<file path="config.mk">
export PLATFORM = sky130hd
export DESIGN_NAME = can_tx_sched_flat
export DESIGN_NICKNAME = d
export VERILOG_FILES = /design/src/rtl/can_tx_sched_pkg.sv /design/src/rtl/can_tx_sched_if.sv /design/src/rtl/can_tx_sched_prio_sel.sv /design/src/rtl/can_tx_sched.sv /design/src/flat_wrapper.sv
export SDC_FILE = /design/constraint.sdc
export NUM_CORES = 1
export LEC_CHECK = 0
export BUFFER_PORTS_ARGS = -buffer_cell sky130_fd_sc_hd__buf_2
export CAP_MARGIN = 20
export CORE_MARGIN = 10
export CORE_UTILIZATION = 45
export DETAILED_ROUTE_END_ITERATION = 12
export GPL_TIMING_DRIVEN = 1
export PLACE_DENSITY = 0.61
export SKIP_LAST_GASP = 1
export SLEW_MARGIN = 20
export SYNTH_ARGS = -nofsm -noshare
export SYNTH_HDL_FRONTEND = slang
export SYNTH_SLANG_ARGS = --single-unit
</file>
<file path="constraint.sdc">
create_clock -name i_Clock -period 19.1 [get_ports i_Clock]
set_clock_uncertainty 0.15 [all_clocks]
set_input_delay 3.82 -clock i_Clock [delete_from_list [all_inputs] [get_ports i_Clock]]
set_output_delay 3.82 -clock i_Clock [all_outputs]
set_load 0.03 [all_outputs]
</file>
<file path="src/rtl/can_tx_sched_pkg.sv">
// Shared CAN transmit definitions: field widths, scheduler states and DLC clamp.
package can_tx_sched_pkg;
  localparam int CAN_ID_W   = 11;
  localparam int CAN_DLC_W  = 4;
  localparam int CAN_DATA_W = 64;
  localparam logic [CAN_DLC_W-1:0] DLC_MAX = 4'd8;

  typedef enum logic [2:0] {
    ST_IDLE,
    ST_ARB,
    ST_WAIT_IFS,
    ST_LAUNCH,
    ST_BUSY
  } state_t;

  function automatic logic [CAN_DLC_W-1:0] clamp_dlc(input logic [CAN_DLC_W-1:0] dlc);
    return (dlc > DLC_MAX) ? DLC_MAX : dlc;
  endfunction
endpackage

</file>
<file path="src/rtl/can_tx_sched_if.sv">
// Mailbox write, abort, transmitter handshake and status signals of the scheduler.
interface can_tx_sched_if #(
  parameter int NUM_MB = 4
);
  localparam int IDX_W = (NUM_MB > 1) ? $clog2(NUM_MB) : 1;

  logic              i_Wr_En;
  logic [IDX_W-1:0]  i_Wr_Idx;
  logic [10:0]       i_Wr_Id;
  logic [3:0]        i_Wr_Dlc;
  logic [63:0]       i_Wr_Data;
  logic [NUM_MB-1:0] i_Abort;
  logic              i_Bus_Idle;
  logic              i_Tx_Done;
  logic              i_Tx_Arb_Lost;
  logic              i_Tx_Error;
  logic              o_Tx_DV;
  logic [10:0]       o_Tx_Id;
  logic [3:0]        o_Tx_Dlc;
  logic [63:0]       o_Tx_Data;
  logic [NUM_MB-1:0] o_Mb_Pending;
  logic [NUM_MB-1:0] o_Mb_Done;
  logic [NUM_MB-1:0] o_Mb_Fail;
  logic              o_Wr_Err;

  modport master (
    output i_Wr_En, i_Wr_Idx, i_Wr_Id, i_Wr_Dlc, i_Wr_Data, i_Abort,
           i_Bus_Idle, i_Tx_Done, i_Tx_Arb_Lost, i_Tx_Error,
    input  o_Tx_DV, o_Tx_Id, o_Tx_Dlc, o_Tx_Data, o_Mb_Pending,
           o_Mb_Done, o_Mb_Fail, o_Wr_Err
  );

  modport slave (
    input  i_Wr_En, i_Wr_Idx, i_Wr_Id, i_Wr_Dlc, i_Wr_Data, i_Abort,
           i_Bus_Idle, i_Tx_Done, i_Tx_Arb_Lost, i_Tx_Error,
    output o_Tx_DV, o_Tx_Id, o_Tx_Dlc, o_Tx_Data, o_Mb_Pending,
           o_Mb_Done, o_Mb_Fail, o_Wr_Err
  );
endinterface

</file>
<file path="src/rtl/can_tx_sched_prio_sel.sv">
// Combinational CAN priority select: lowest Id among pending mailboxes, ties to lowest index.
module can_prio_sel
  import can_tx_sched_pkg::*;
#(
  parameter int NUM_MB = 4,
  parameter int IDX_W  = 2
) (
  input  logic [NUM_MB-1:0]          pending,
  input  logic [NUM_MB*CAN_ID_W-1:0] ids,
  output logic [IDX_W-1:0]           idx,
  output logic                       vld
);
  logic [CAN_ID_W-1:0] best;

  // Strict less-than keeps the earlier (lower) index on equal Ids.
  always_comb begin
    idx  = '0;
    vld  = 1'b0;
    best = '1;
    for (int i = 0; i < NUM_MB; i++) begin
      if (pending[i] && (!vld || (ids[i*CAN_ID_W +: CAN_ID_W] < best))) begin
        vld  = 1'b1;
        best = ids[i*CAN_ID_W +: CAN_ID_W];
        idx  = IDX_W'(i);
      end
    end
  end
endmodule

</file>
<file path="src/rtl/can_tx_sched.sv">
// CAN transmit scheduler: mailbox store, priority arbitration, intermission wait and retry control.
module can_tx_sched
  import can_tx_sched_pkg::*;
#(
  parameter int NUM_MB       = 4,
  parameter int CLKS_PER_BIT = 10,
  parameter int IFS_BITS     = 3,
  parameter int MAX_RETRY    = 8
) (
  input logic          i_Clock,
  input logic          i_Reset,
  can_tx_sched_if.slave bus
);
  localparam int IDX_W   = (NUM_MB > 1) ? $clog2(NUM_MB) : 1;
  localparam int IFS_CNT = IFS_BITS * CLKS_PER_BIT;
  localparam int CNT_W   = $clog2(IFS_CNT + 1);

  logic [CAN_ID_W-1:0]   mb_id   [NUM_MB];
  logic [CAN_DLC_W-1:0]  mb_dlc  [NUM_MB];
  logic [CAN_DATA_W-1:0] mb_data [NUM_MB];
  logic [3:0]            err_cnt [NUM_MB];
  logic [NUM_MB-1:0]     pending;
  state_t                state;
  logic [IDX_W-1:0]      win;
  logic [CNT_W-1:0]      cnt;
  logic                  abort_lat;

  logic [NUM_MB*CAN_ID_W-1:0] ids_flat;
  logic [IDX_W-1:0]           sel_idx;
  logic                       sel_vld;
  logic                       in_flight;
  logic                       tx_active;
  logic                       wr_blocked;
  logic                       wr_ok;
  logic                       abort_eff;

  always_comb begin
    ids_flat = '0;
    for (int i = 0; i < NUM_MB; i++) ids_flat[i*CAN_ID_W +: CAN_ID_W] = mb_id[i];
  end

  can_prio_sel #(.NUM_MB(NUM_MB), .IDX_W(IDX_W)) u_prio_sel (
    .pending (pending),
    .ids     (ids_flat),
    .idx     (sel_idx),
    .vld     (sel_vld)
  );

  // The winner is protected from writes from WAIT_IFS on, but still abortable until launch.
  assign in_flight  = (state == ST_WAIT_IFS) || (state == ST_LAUNCH) || (state == ST_BUSY);
  assign tx_active  = (state == ST_LAUNCH) || (state == ST_BUSY);
  assign wr_blocked = bus.i_Wr_En && in_flight && (bus.i_Wr_Idx == win);
  assign wr_ok      = bus.i_Wr_En && !wr_blocked;
  assign abort_eff  = abort_lat || bus.i_Abort[win];
  assign bus.o_Mb_Pending = pending;

  always_ff @(posedge i_Clock) begin
    if (i_Reset) begin
      state         <= ST_IDLE;
      pending       <= '0;
      win           <= '0;
      cnt           <= '0;
      abort_lat     <= 1'b0;
      bus.o_Tx_DV   <= 1'b0;
      bus.o_Tx_Id   <= '0;
      bus.o_Tx_Dlc  <= '0;
      bus.o_Tx_Data <= '0;
      bus.o_Mb_Done <= '0;
      bus.o_Mb_Fail <= '0;
      bus.o_Wr_Err  <= 1'b0;
      for (int i = 0; i < NUM_MB; i++) err_cnt[i] <= '0;
    end else begin
      bus.o_Tx_DV   <= 1'b0;
      bus.o_Mb_Done <= '0;
      bus.o_Mb_Fail <= '0;
      bus.o_Wr_Err  <= 1'b0;

      for (int i = 0; i < NUM_MB; i++) begin
        if (bus.i_Abort[i] && pending[i] && !(tx_active && (win == IDX_W'(i))) &&
            !(wr_ok && (bus.i_Wr_Idx == IDX_W'(i)))) begin
          pending[i]       <= 1'b0;
          bus.o_Mb_Fail[i] <= 1'b1;
        end
      end

      if (wr_blocked) begin
        bus.o_Wr_Err <= 1'b1;
      end else if (bus.i_Wr_En) begin
        mb_id[bus.i_Wr_Idx]   <= bus.i_Wr_Id;
        mb_dlc[bus.i_Wr_Idx]  <= clamp_dlc(bus.i_Wr_Dlc);
        mb_data[bus.i_Wr_Idx] <= bus.i_Wr_Data;
        err_cnt[bus.i_Wr_Idx] <= '0;
        pending[bus.i_Wr_Idx] <= 1'b1;
      end

      case (state)
        ST_IDLE: if (|pending) state <= ST_ARB;
        ST_ARB: begin
          abort_lat <= 1'b0;
          if (sel_vld) begin
            win   <= sel_idx;
            cnt   <= CNT_W'(IFS_CNT);
            state <= ST_WAIT_IFS;
          end else begin
            state <= ST_IDLE;
          end
        end
        ST_WAIT_IFS: begin
          if (!pending[win] || bus.i_Abort[win]) begin
            state <= ST_IDLE;
          end else if (!bus.i_Bus_Idle) begin
            cnt <= CNT_W'(IFS_CNT);
          end else if (cnt <= CNT_W'(1)) begin
            cnt           <= '0;
            state         <= ST_LAUNCH;
            bus.o_Tx_DV   <= 1'b1;
            bus.o_Tx_Id   <= mb_id[win];
            bus.o_Tx_Dlc  <= mb_dlc[win];
            bus.o_Tx_Data <= mb_data[win];
          end else begin
            cnt <= cnt - CNT_W'(1);
          end
        end
        ST_LAUNCH: begin
          state <= ST_BUSY;
          if (bus.i_Abort[win]) abort_lat <= 1'b1;
        end
        ST_BUSY: begin
          if (bus.i_Tx_Error) begin
            state        <= ST_IDLE;
            err_cnt[win] <= err_cnt[win] + 4'd1;
            if (abort_eff || ((err_cnt[win] + 4'd1) == 4'(MAX_RETRY))) begin
              pending[win]       <= 1'b0;
              bus.o_Mb_Fail[win] <= 1'b1;
            end
          end else if (bus.i_Tx_Arb_Lost) begin
            state <= ST_IDLE;
            if (abort_eff) begin
              pending[win]       <= 1'b0;
              bus.o_Mb_Fail[win] <= 1'b1;
            end
          end else if (bus.i_Tx_Done) begin
            state              <= ST_IDLE;
            pending[win]       <= 1'b0;
            bus.o_Mb_Done[win] <= 1'b1;
          end else if (bus.i_Abort[win]) begin
            abort_lat <= 1'b1;
          end
        end
        default: state <= ST_IDLE;
      endcase
    end
  end
endmodule

</file>
<file path="src/flat_wrapper.sv">
// flat-port wrapper written by rule: the top's interface ports become plain ports
module can_tx_sched_flat import can_tx_sched_pkg::*;
#(
  parameter int NUM_MB       = 4,
  parameter int CLKS_PER_BIT = 10,
  parameter int IFS_BITS     = 3,
  parameter int MAX_RETRY    = 8
)
  (i_Clock, i_Reset, bus_i_Wr_En, bus_i_Wr_Idx, bus_i_Wr_Id, bus_i_Wr_Dlc, bus_i_Wr_Data, bus_i_Abort, bus_i_Bus_Idle, bus_i_Tx_Done, bus_i_Tx_Arb_Lost, bus_i_Tx_Error, bus_o_Tx_DV, bus_o_Tx_Id, bus_o_Tx_Dlc, bus_o_Tx_Data, bus_o_Mb_Pending, bus_o_Mb_Done, bus_o_Mb_Fail, bus_o_Wr_Err);
  can_tx_sched_if #(.NUM_MB(NUM_MB)) bus_i ();
  input logic i_Clock;
  input logic i_Reset;
  input wire logic [$bits(bus_i.i_Wr_En)-1:0] bus_i_Wr_En;
  input wire logic [$bits(bus_i.i_Wr_Idx)-1:0] bus_i_Wr_Idx;
  input wire logic [$bits(bus_i.i_Wr_Id)-1:0] bus_i_Wr_Id;
  input wire logic [$bits(bus_i.i_Wr_Dlc)-1:0] bus_i_Wr_Dlc;
  input wire logic [$bits(bus_i.i_Wr_Data)-1:0] bus_i_Wr_Data;
  input wire logic [$bits(bus_i.i_Abort)-1:0] bus_i_Abort;
  input wire logic [$bits(bus_i.i_Bus_Idle)-1:0] bus_i_Bus_Idle;
  input wire logic [$bits(bus_i.i_Tx_Done)-1:0] bus_i_Tx_Done;
  input wire logic [$bits(bus_i.i_Tx_Arb_Lost)-1:0] bus_i_Tx_Arb_Lost;
  input wire logic [$bits(bus_i.i_Tx_Error)-1:0] bus_i_Tx_Error;
  output wire logic [$bits(bus_i.o_Tx_DV)-1:0] bus_o_Tx_DV;
  output wire logic [$bits(bus_i.o_Tx_Id)-1:0] bus_o_Tx_Id;
  output wire logic [$bits(bus_i.o_Tx_Dlc)-1:0] bus_o_Tx_Dlc;
  output wire logic [$bits(bus_i.o_Tx_Data)-1:0] bus_o_Tx_Data;
  output wire logic [$bits(bus_i.o_Mb_Pending)-1:0] bus_o_Mb_Pending;
  output wire logic [$bits(bus_i.o_Mb_Done)-1:0] bus_o_Mb_Done;
  output wire logic [$bits(bus_i.o_Mb_Fail)-1:0] bus_o_Mb_Fail;
  output wire logic [$bits(bus_i.o_Wr_Err)-1:0] bus_o_Wr_Err;
  assign bus_i.i_Wr_En = bus_i_Wr_En;
  assign bus_i.i_Wr_Idx = bus_i_Wr_Idx;
  assign bus_i.i_Wr_Id = bus_i_Wr_Id;
  assign bus_i.i_Wr_Dlc = bus_i_Wr_Dlc;
  assign bus_i.i_Wr_Data = bus_i_Wr_Data;
  assign bus_i.i_Abort = bus_i_Abort;
  assign bus_i.i_Bus_Idle = bus_i_Bus_Idle;
  assign bus_i.i_Tx_Done = bus_i_Tx_Done;
  assign bus_i.i_Tx_Arb_Lost = bus_i_Tx_Arb_Lost;
  assign bus_i.i_Tx_Error = bus_i_Tx_Error;
  assign bus_o_Tx_DV = bus_i.o_Tx_DV;
  assign bus_o_Tx_Id = bus_i.o_Tx_Id;
  assign bus_o_Tx_Dlc = bus_i.o_Tx_Dlc;
  assign bus_o_Tx_Data = bus_i.o_Tx_Data;
  assign bus_o_Mb_Pending = bus_i.o_Mb_Pending;
  assign bus_o_Mb_Done = bus_i.o_Mb_Done;
  assign bus_o_Mb_Fail = bus_i.o_Mb_Fail;
  assign bus_o_Wr_Err = bus_i.o_Wr_Err;
  can_tx_sched #(.NUM_MB(NUM_MB), .CLKS_PER_BIT(CLKS_PER_BIT), .IFS_BITS(IFS_BITS), .MAX_RETRY(MAX_RETRY)) u_core (.i_Clock(i_Clock), .i_Reset(i_Reset), .bus(bus_i));
endmodule
</file>
==> results.yml, run 1 <==
setup_path:
  path_class: "flop to flop"
  crit_path_end_kind: "flop"
  crit_path_start_kind: "flop"
  required_ns: 19.38
  crit_buf_inv: 2
  reg2reg_depth: 25
  crit_arrival_ns: 7.12
  cp_num_cells: 25
  critPathMaxFanout: 23
  path_delay_family: "compound AO/OA/AOI/OAI gates"
  timing.rr.start: "u_core.bus.o_Mb_Pending[0]$_SDFF_PP0_"
  cp-startpoint: "u_core.bus.o_Mb_Pending[0]$_SDFF_PP0_"
  reg2reg_slack_ns: 12.26
  cpMaxStageDelayCell: "a32o_2"
  critPathMaxStageDelay_ns: 0.56
  worst_r2r_endpoint: "u_core.win[1]$_SDFFE_PP0P_"
  crit_path_end: "u_core.win[1]$_SDFFE_PP0P_"
logic_synthesis:
  postSynthCellCount: 1121
  synth_nets: 1245
  ys_warn_count: 0
  ys_seq_area_share_pct: 70.7
  ys_types: 49
  avgSynthCellArea_um2: 15.3
  syn-cell-area_mm2: 0.0171
  synth-async-reset-ratio_pct: 0
  ys.flop_type: "edfxtp_1"
  ys_seq_elements: 438
  synth_edf_count: 332
route:
  ant_nets: 0
  wl_met2_mm: 19.3
  routedWlPerCell_um: 21.0
  drt-initial-drc-count: 509
  totalWireLength_mm: 39.0
  wl_met1_mm: 16.9
  maxUsedRoutingLayer: "met5"
  first_pass_iters: 4
  drc: 0
  wl_met3_mm: 1.87
  vias_per_cell: 5.36
  via_count: 9970
timing:
  drv_slew: 0
  finalSetupViolations: 0
  finalSetupTns_ns: 0
  slew_headroom_pct: 30.7
  fmax_mhz: 146
  hold_viol_final: 0
  final.min_clock_period_ns: 6.84
  finalCritPeriodShare_pct: 35.8
  rsz0062_at_grt: "false"
  worstMarginPinSlew_ns: 1.04
clock_network:
  cts_buffer_depth: 3
  htree_levels: 2
  clk_pin_slew_ns: 0.06
  cts_tree: "built"
  worstSkewPairLatency_ns: 0.55
  cts_made_buffers: 46
  cts_hold_buf: 0
  cts_resized: 0
  cts_setup_buffers: 0
  cts_sinks: 438
  cts_root_buffer: "clkbuf_16"
global_routing:
  grt_max_degree: 81
  antenna_found_initial: 12
  grt_pass1_vias: 10400
  grtUsageTotal_pct: 16.8
  grt_pass1_wl_mm: 60.6
  overflow: 0
power_and_ir_drop:
  seqPwrFrac_pct: 50.7
  internal-power_mw: 1.64
  p_total_mw: 2.08
  combPwrFrac_pct: 5.2
  power_density_mw_per_mm2: 103
  irDropWorstVdd_v: 0.0000755
  pwr-share-clk_pct: 44.2
  p_sw_share_pct: 21.0
  power_leakage_nw: 6.96
  switchingPower_mw: 0.436
die:
  core_mm2: 0.0376
  rows: 71
  die_area_mm2: 0.0462
  ios: 185
  die_height_um: 215
  die_w_um: 215
  start_util_pct: 45.5
final_layout:
  fin_util_pct: 53.7
  syn2layout_area_growth_pct: 18.0
  fin_nets: 1432
  layoutNonFillerInstCount: 1861
  drive_gt1_share_pct: 27.4
  fillers: 3131
hold_path:
  hp-class: "flop to flop"
status:
  outcome: "complete, no violations"
placement:
  dpl.hpwl_mm: 24.7
  place_congestion: 0.804
  portBuffers: 184
  place_inst: 1770
job:
  max_cap_violations: 0
[worst min-delay path by stage]
stage | startpoint | end | cells past startpoint
2_1_floorplan | u_core.cnt[1]$_SDFFE_PP0P_ | u_core.cnt[1]$_SDFFE_PP0P_ | 2
3_3_place_gp | u_core.bus.o_Tx_Data[49]$_SDFFE_PP0P_ | u_core.bus.o_Tx_Data[49]$_SDFFE_PP0P_ | 2
3_5_place_dp | u_core.bus.o_Tx_Data[21]$_SDFFE_PP0P_ | u_core.bus.o_Tx_Data[21]$_SDFFE_PP0P_ | 2
4_1_cts | u_core.bus.o_Tx_Data[21]$_SDFFE_PP0P_ | u_core.bus.o_Tx_Data[21]$_SDFFE_PP0P_ | 2
5_1_grt | u_core.bus.o_Tx_Data[17]$_SDFFE_PP0P_ | u_core.bus.o_Tx_Data[17]$_SDFFE_PP0P_ | 2
6_report | u_core.bus.o_Tx_Data[23]$_SDFFE_PP0P_ | u_core.bus.o_Tx_Data[23]$_SDFFE_PP0P_ | 2
[worst reg2reg max path: stages (launching register included)]
cell	delay, ns
dfxtp_1	0.54
inv_1	0.33
nor2_1	0.24
ha_1	0.27
a21oi_1	0.14
o21ai_1	0.09
nor3b_1	0.36
a32o_2	0.56
nand2_1	0.11
o21a_1	0.14
ha_1	0.33
a211oi_1	0.23
o21ai_0	0.13
a211oi_1	0.22
o2111ai_1	0.23
o31ai_2	0.45
buf_4	0.30
nand2_1	0.08
o21a_1	0.11
ha_1	0.30
a21oi_1	0.14
o21ai_0	0.11
a21oi_1	0.27
o211ai_1	0.16
o311a_1	0.37
a2111oi_2	0.37
[synth_stat cells (2+ instances only)]
library cell	number	area, µm²
dfxtp_1	106	2120
nor3b_1	4	30.0
and2_1	2	12.5
nand2b_1	5	31.3
nor2b_1	7	43.8
o21ai_0	11	55.1
a311oi_1	2	17.5
nor3_1	7	35.0
o21ai_1	2	10.0
nand4_1	4	25.0
nand3_1	10	50.1
a31oi_1	3	18.8
a211oi_1	5	37.5
mux4_2	85	1910
buf_2	12	60.1
a221oi_1	2	17.5
inv_1	11	41.3
a21oi_1	103	515
ha_1	32	400
clkbuf_1	39	146
nand3b_1	4	30.0
xnor2_1	3	26.3
a21o_1	4	30.0
nor4_1	6	37.5
o31ai_1	4	30.0
o21a_1	22	165
buf_1	5	18.8
o31a_1	2	17.5
nor2_1	60	225
o211ai_1	5	37.5
nand2_1	203	762
o2111ai_1	3	26.3
edfxtp_1	332	9970
[power by group through the flow]
stage / registers [mW] / logic (mW) / clock network (mW)
after floorplan: 1.07 / 0.0731 / 0
after global placement: 1.07 / 0.107 / 0
after detailed placement: 1.07 / 0.108 / 0
after CTS: 1.05 / 0.109 / 0.937
after global routing: 1.05 / 0.119 / 0.978
final: 1.05 / 0.107 / 0.918
[metrics by stage]
step / instance area (µm²) / setup slack [ns] / hold slack [ns]
final: 20200 / 12.26 / 0.301
after global routing: 20200 / 11.52 / 0.321
after CTS: 20200 / 12.29 / 0.301
after detailed placement: 18600 / 12.24 / 0.293
after global placement: 18600 / 12.26 / 0.290
after floorplan: 17100 / 6.49 / 0.304
[registers in the layout, indices dropped and copies added (netlist names), named ones only]
register,count
u_core.mb_data,256
u_core.bus.o_Tx_Data,64
u_core.mb_id,44
u_core.err_cnt,16
u_core.mb_dlc,16
u_core.bus.o_Tx_Id,11
u_core.cnt,5
u_core.bus.o_Mb_Done,4
u_core.bus.o_Mb_Fail,4
u_core.bus.o_Mb_Pending,4
u_core.bus.o_Tx_Dlc,4
u_core.state,3
u_core.win,2
u_core.abort_lat,1
u_core.bus.o_Tx_DV,1
u_core.bus.o_Wr_Err,1
[cells by family (layout without fill, tap and decap cells)]
family	count (synthesis)	in the layout	share of synthesized area, %
buffers and inverters	67	291	1.56
xor gates and xnor gates	5	5	0.300
AOI/OAI and AO/OA	175	175	6.12
muxes	85	85	11.2
adders and majority gates	32	32	2.34
DFF	438	438	70.7
and+or+nand+nor	319	319	7.84
other	0	5	0
[area by class of cell]
type | instances | area (µm²) | area share (%)
diodes | 5 | 12.5 | 0.0620
multi-input cells | 616 | 4810 | 23.8
inverters | 11 | 41.3 | 0.204
clock buffers | 61 | 1320 | 6.54
flip-flops and latches | 438 | 12100 | 59.9
clock inverters | 24 | 256 | 1.27
repair buffers | 195 | 1020 | 5.04
well taps | 511 | 639 | 3.17
[metal layers]
layer	vias up	GRT usage (%)
met5	-	0
met4	12	4.72
met3	70	3.55
met2	225	28.6
met1	5010	21.2
li1	4653	-
[cell usage in the layout, fill, tap and decap left out, types with 3 or more instances in the layout]
cell | netlist | routed
a211oi_1 | 5 | 5
a21o_1 | 4 | 4
a21oi_1 | 103 | 103
a31oi_1 | 3 | 3
buf_2 | 12 | 183
buf_4 | 0 | 11
bufinv_16 | 0 | 5
clkbuf_1 | 39 | 6
clkbuf_16 | 0 | 48
clkbuf_8 | 0 | 7
clkinv_1 | 0 | 4
clkinv_2 | 0 | 9
dfxtp_1 | 106 | 104
diode_2 | 0 | 5
edfxtp_1 | 332 | 332
ha_1 | 32 | 32
inv_1 | 11 | 11
mux4_2 | 85 | 85
nand2_1 | 203 | 203
nand2b_1 | 5 | 5
nand3_1 | 10 | 9
nand3b_1 | 4 | 4
nand4_1 | 4 | 4
nor2_1 | 60 | 57
nor2_4 | 0 | 3
nor2b_1 | 7 | 7
nor3_1 | 7 | 7
nor3b_1 | 4 | 4
nor4_1 | 6 | 5
o2111ai_1 | 3 | 3
o211ai_1 | 5 | 5
o21a_1 | 22 | 22
o21ai_0 | 11 | 11
o31ai_1 | 4 | 3
xnor2_1 | 3 | 3
Power figures use the tool's default switching activity.
==> inputs of run 2 (changes only) <==
ABC_AREA = 1   (was unset)
PLACE_DENSITY = 0.63   (was 0.61)
clock period = 5.7 ns   (was 19.1 ns; I/O delays follow)
==> run 2 against run 1 <==
  * Utilization is 0.067 points higher
  * Critical endpoint unchanged
  * Die area down 2.9%
  * Critical path depth grew 4
  * Clock-buffer cell count fell by 1
  * Area after synthesis down 3.2%
  * Cell count rose by 2.2%
  * Sequential cell count is the same
==> results.yml, run 2 <==
status:
  outcome: "complete, no violations"
final_layout:
  final-seq-area_mm2: 0.0121
  largest_reg_flops: 256
  syn2layout_area_growth_pct: 18.3
  mostFrequentLayoutCells: "332 x edfxtp_1, 184 x buf_2, 106 x dfxtp_1"
  design_area_mm2: 0.0196
  top_register: "u_core.mb_data"
  fillers: 3037
  layoutNonFillerInstCount: 1902
  top_regs: "u_core.mb_data x256, u_core.bus.o_Tx_Data x64, u_core.mb_id x44"
  final_common_cell: "edfxtp_1"
  fin_nets: 1518
  drive_gt1_share_pct: 19.9
  multi_input_area_mm2: 0.00404
job:
  max_cap_violations: 0
logic_synthesis:
  postSynthCellCount: 1217
  ys_seq_elements: 438
  synth_top_cell_by_area: "edfxtp_1"
  synth_top_area_share_pct: 60.2
  ys_types: 33
  ys.flop_type: "edfxtp_1"
  avgSynthCellArea_um2: 13.6
  ys_warn_count: 0
  netlist_top_cells_count: "332 x edfxtp_1, 106 x dfxtp_1, 104 x o21ai_0"
  syn-cell-area_mm2: 0.0166
  ys_seq_area_share_pct: 73.0
  synth_most_common_cell: "edfxtp_1"
  synth-async-reset-ratio_pct: 0
  synth_nets: 1341
  synth_edf_count: 332
  yosys-top-cells-area: "edfxtp_1 60%, dfxtp_1 13%, a221oi_1 4.2%, a22o_1 4.1%, o21ai_0 3.1%"
power_and_ir_drop:
  seqPwrFrac_pct: 49.6
  power_density_mw_per_mm2: 362
  switchingPower_mw: 1.58
  internal-power_mw: 5.53
  p_total_mw: 7.10
  pwr-share-clk_pct: 43.1
  p_sw_share_pct: 22.2
  power_leakage_nw: 7.34
  combPwrFrac_pct: 7.3
  irDropWorstVdd_v: 0.000247
clock_network:
  worstSkewPairLatency_ns: 0.56
  cts_made_buffers: 45
  clk_pin_slew_ns: 0.06
  cts_buffer_depth: 3
  cts_root_buffer: "clkbuf_16"
  cts_sinks: 438
  cts_tree: "built"
  htree_levels: 2
  cts_hold_buf: 0
setup_path:
  path_delay_family: "simple AND/OR/NAND/NOR gates"
  path_common_cell: "nand2_1"
  crit_path_start_kind: "flop"
  cpMaxStageDelayCell: "dfxtp_1"
  crit_path_end_kind: "flop"
  critPathMaxFanout: 22
  crit_arrival_ns: 5.35
  critPathMaxStageDelay_ns: 0.37
  path_class: "flop to flop"
  crit_buf_inv: 2
  required_ns: 6.03
timing:
  worstMarginPinSlew_ns: 1.07
  rsz0062_at_grt: "false"
  finalCritPeriodShare_pct: 88.1
  hold_viol_final: 0
  fmax_mhz: 199
  finalSetupViolations: 0
  slew_headroom_pct: 28.8
  final.min_clock_period_ns: 5.02
  drv_slew: 0
  finalSetupTns_ns: 0
route:
  ant_nets: 0
  routedWlPerCell_um: 21.4
  vias_per_cell: 5.66
  drt-initial-drc-count: 691
  totalWireLength_mm: 40.8
  via_count: 10800
  first_pass_iters: 7
  drc: 0
placement:
  placedInstanceArea_mm2: 0.0180
  dpl.hpwl_mm: 24.0
  place_congestion: 0.907
  place_inst: 1814
  portBuffers: 184
global_routing:
  grt_pass1_vias: 10900
  grt_max_degree: 84
  grt_pass1_wl_mm: 62.8
  overflow: 0
  antenna_found_initial: 7
  grtUsageTotal_pct: 18.0
die:
  core_mm2: 0.0364
  start_util_pct: 45.5
  ios: 185
  die_w_um: 212
  rows: 70
  die_area_mm2: 0.0449
  die_height_um: 212
hold_path:
  hp-class: "flop to flop"
run 2: cell types whose count changed in the layout (fill, tap and decap cells not counted), moves of 6 or more:
cell | previous run | this run
nand2_1 | 203 | 87
o21ai_0 | 11 | 101
mux4_2 | 85 | 0
a221oi_1 | 2 | 80
a22o_1 | 0 | 77
inv_1 | 11 | 52
o21a_1 | 22 | 1
nand3_1 | 9 | 27
nor2_1 | 57 | 72
o21ai_1 | 2 | 17
nor2b_1 | 7 | 0
clkinv_2 | 9 | 3
run 2: worst reg2reg max path: cells and delay by family (launching register included):
family	cells	cell delay (ns)
adder cells (fa/ha/maj)	3	0.88
AND/OR/NAND/NOR	16	1.81
buffers and inverters	2	0.28
AO/OA/AOI/OAI	8	1.45
flip-flops	1	0.37
run 2: final timing paths:
| path | start | slack (ns) | depth (start not counted) | to |
|---|---|---|---|---|
| setup / recovery | u_core.bus.o_Mb_Pending[0]$_SDFF_PP0_ | 0.68 | 29 | u_core.win[1]$_SDFFE_PP0P_ |
| hold / removal | u_core.cnt[4]$_SDFFE_PP0P_ | 0.33 | 2 | u_core.cnt[4]$_SDFFE_PP0P_ |
| setup reg to reg | u_core.bus.o_Mb_Pending[0]$_SDFF_PP0_ | 0.68 | 29 | u_core.win[1]$_SDFFE_PP0P_ |
| hold reg to reg | u_core.cnt[4]$_SDFFE_PP0P_ | 0.33 | 2 | u_core.cnt[4]$_SDFFE_PP0P_ |
run 2: logic make-up after synthesis:
group,share of synthesized area (%)
and+or+nand+nor,5.16
AOI/OAI and AO/OA,16.2
DFF,73.0
xor gates and xnor gates,0.264
buffers and inverters,2.94
adders and majority gates,2.42
run 2: power groups by stage:
stage / registers [mW] / logic [mW] / clock network, mW
floorplan: 3.59 / 0.321 / 0
global placement: 3.59 / 0.509 / 0
detailed placement: 3.59 / 0.514 / 0
CTS: 3.52 / 0.516 / 3.13
global route: 3.53 / 0.572 / 3.27
finish: 3.52 / 0.515 / 3.06
run 2: routing by layer:
metal | GRT usage (%) | part of all wire, % | vias to the layer above
met5 | 0 | 0.13 | -
met4 | 4.91 | 1.9 | 10
met3 | 5.06 | 7.0 | 62
met2 | 29.0 | 47 | 293
met1 | 23.3 | 44 | 5326
li1 | - | - | 5074
run 2: area by class of cell:
cell class	count	area share, %
diodes	3	0.0383
clock buffers	60	6.29
clock inverters	24	1.72
inverters	58	1.14
multi-input cells	652	20.6
flip-flops and latches	438	61.7
well taps	468	2.99
repair buffers	199	5.53
run 2: timing repair:
| action | in CTS | in global routing |
|---|---|---|
| gates resized for setup | 0 | 7 |
| setup buffers | 0 | 1 |
| setup endpoints to repair | 0 | 4 |
run 2: metrics by stage:
stage          worst slack, ns  util [%]  hold WS [ns]
4_1_cts                  0.172      53.7         0.343
3_3_place_gp             0.449      49.4         0.310
5_1_grt                 0.0846      53.8         0.371
6_report                 0.678      53.8         0.334
3_5_place_dp             0.196      49.4         0.331
2_1_floorplan            0.759         -         0.300
==> inputs of run 3 (changes only) <==
CORE_ASPECT_RATIO = 0.8   (was unset)
==> run 3 against run 2 <==
  * Via count is 0.30% lower
  * Sequential cell count stayed put
  * Cell count is 0.21% higher
==> results.yml, run 3 (synthesized netlist as in run 2, its figures left out) <==
status:
  outcome: "complete, no violations"
setup_path:
  reg2reg_slack_ns: 0.46
  timing.rr.start: "u_core.bus.o_Mb_Pending[0]$_SDFF_PP0_"
  path_class: "flop to flop"
  critPathMaxStageDelay_ns: 0.46
  path_common_cell: "nand2_1"
  critPathMaxFanout: 22
  required_ns: 6.02
  cp-startpoint: "u_core.bus.o_Mb_Pending[0]$_SDFF_PP0_"
  cpMaxStageDelayCell: "dfxtp_2"
  crit_path_end_kind: "flop"
  crit_arrival_ns: 5.55
  reg2reg_depth: 32
  crit_path_start_kind: "flop"
timing:
  final.min_clock_period_ns: 5.24
  drv_slew: 0
  worstMarginPinSlew_ns: 0.961
  slew_headroom_pct: 35.9
  setup_slack_ns: 0.464
  rsz0062_at_grt: "false"
  fmax_mhz: 191
  hold_viol_final: 0
  finalSetupViolations: 0
  finalSetupTns_ns: 0
  finalCritPeriodShare_pct: 91.9
global_routing:
  antenna_found_initial: 6
  grt_pass1_vias: 10900
  overflow: 0
  grtUsageTotal_pct: 18.0
  grt_pass1_wl_mm: 63.1
  grt_max_degree: 84
hold_path:
  min_path_cells: 2
  min-delay-start: "u_core.cnt[4]$_SDFFE_PP0P_"
  holdPathEnd: "u_core.cnt[4]$_SDFFE_PP0P_"
  hp-class: "flop to flop"
route:
  routedWlPerCell_um: 21.7
  drc: 0
  via_count: 10700
  vias_per_cell: 5.63
  totalWireLength_mm: 41.4
  drt-initial-drc-count: 875
  ant_nets: 0
  first_pass_iters: 5
job:
  max_cap_violations: 0
die:
  die_w_um: 235
  start_util_pct: 45.8
  ios: 185
  die_area_mm2: 0.0449
  core_mm2: 0.0361
  die_height_um: 192
  rows: 62
clock_network:
  clk_pin_slew_ns: 0.06
  htree_levels: 2
  cts_made_buffers: 42
  cts_buffer_depth: 3
  worstSkewPairLatency_ns: 0.55
  cts_hold_buf: 0
  cts_tree: "built"
  cts_sinks: 438
  cts_root_buffer: "clkbuf_16"
final_layout:
  largest_reg_flops: 256
  top_regs: "u_core.mb_data x256, u_core.bus.o_Tx_Data x64, u_core.mb_id x44"
  final-seq-area_mm2: 0.0121
  syn2layout_area_growth_pct: 17.7
  top_register: "u_core.mb_data"
  mostFrequentLayoutCells: "332 x edfxtp_1, 184 x buf_2, 105 x dfxtp_1"
  multi_input_area_mm2: 0.00404
  fin_nets: 1516
  fillers: 3064
  drive_gt1_share_pct: 19.8
  final_common_cell: "edfxtp_1"
placement:
  place_congestion: 0.888
  dp_worst_setup_slack_ns: 0.342
  dpl.hpwl_mm: 24.2
  portBuffers: 184
power_and_ir_drop:
  power_density_mw_per_mm2: 356
  irDropWorstVdd_v: 0.000227
  power_leakage_nw: 7.30
## run 3: cell count changes in the layout (fill, tap and decap cells not counted), sizes merged
cell,before,now
buf,199,200
clkbuf,60,58
clkinv,9,11
inv,60,58
bufinv,7,5
clkinvlp,6,1
## run 3: cell type report
class                   instances  area share (%)
well taps                     480            3.08
repair buffers                200            5.59
clock inverters                17            1.22
multi-input cells             652            20.7
clock buffers                  58            6.22
flip-flops and latches        438            62.0
diodes                          3          0.0385
inverters                      58            1.17
## run 3: worst max-delay path by stage
stage / to / slack (ns) / depth (start not counted)
floorplan: flop / 0.76 / 35
global placement: flop / 0.59 / 32
detailed placement: u_core.win[0]$_SDFFE_PP0P_ / 0.34 / 29
CTS: flop / 0.28 / 29
global route: flop / 0.03 / 31
finish: flop / 0.46 / 32
## run 3: timing repair
item                                    in CTS  in global routing
buffers inserted                             0                  2
endpoints found under the setup margin       0                  4
gates resized for setup                      0                  4
## run 3: routing by layer
layer	global-route usage, %	part of all wire (%)	routed length (µm)	up-vias
met5	0	0.082	34	-
met4	3.99	1.4	593	6
met3	4.59	8.3	3440	59
met2	28.9	46	19200	351
met1	24.2	44	18100	5265
li1	-	-	-	5052
## run 3: critical path, delay by kind of cell (launching register included)
family | cells | cell delay, ns
flip-flops | 1 | 0.46
adder cells (fa/ha/maj) | 3 | 0.82
buffers and inverters | 5 | 0.58
AO/OA/AOI/OAI | 8 | 1.58
AND/OR/NAND/NOR | 16 | 1.56
## run 3: through the flow
stage / instances / instance area (µm²) / util, % / hold WS (ns) / power (mW)
global placement: 1826 / 18000 / 49.9 / 0.310 / 4.10
CTS: 1901 / 19500 / 53.9 / 0.338 / 7.00
global route: 1904 / 19500 / 53.9 / 0.393 / 7.20
finish: 1906 / 19500 / 54.0 / 0.345 / 6.94
detailed placement: 1826 / 18000 / 49.9 / 0.327 / 4.11
floorplan: 1217 / 16600 / - / 0.300 / 3.91
## run 3: power by group
part	switching, mW	internal [mW]
sequential	0.0296	3.50
combinational	0.336	0.180
clock	1.18	1.72
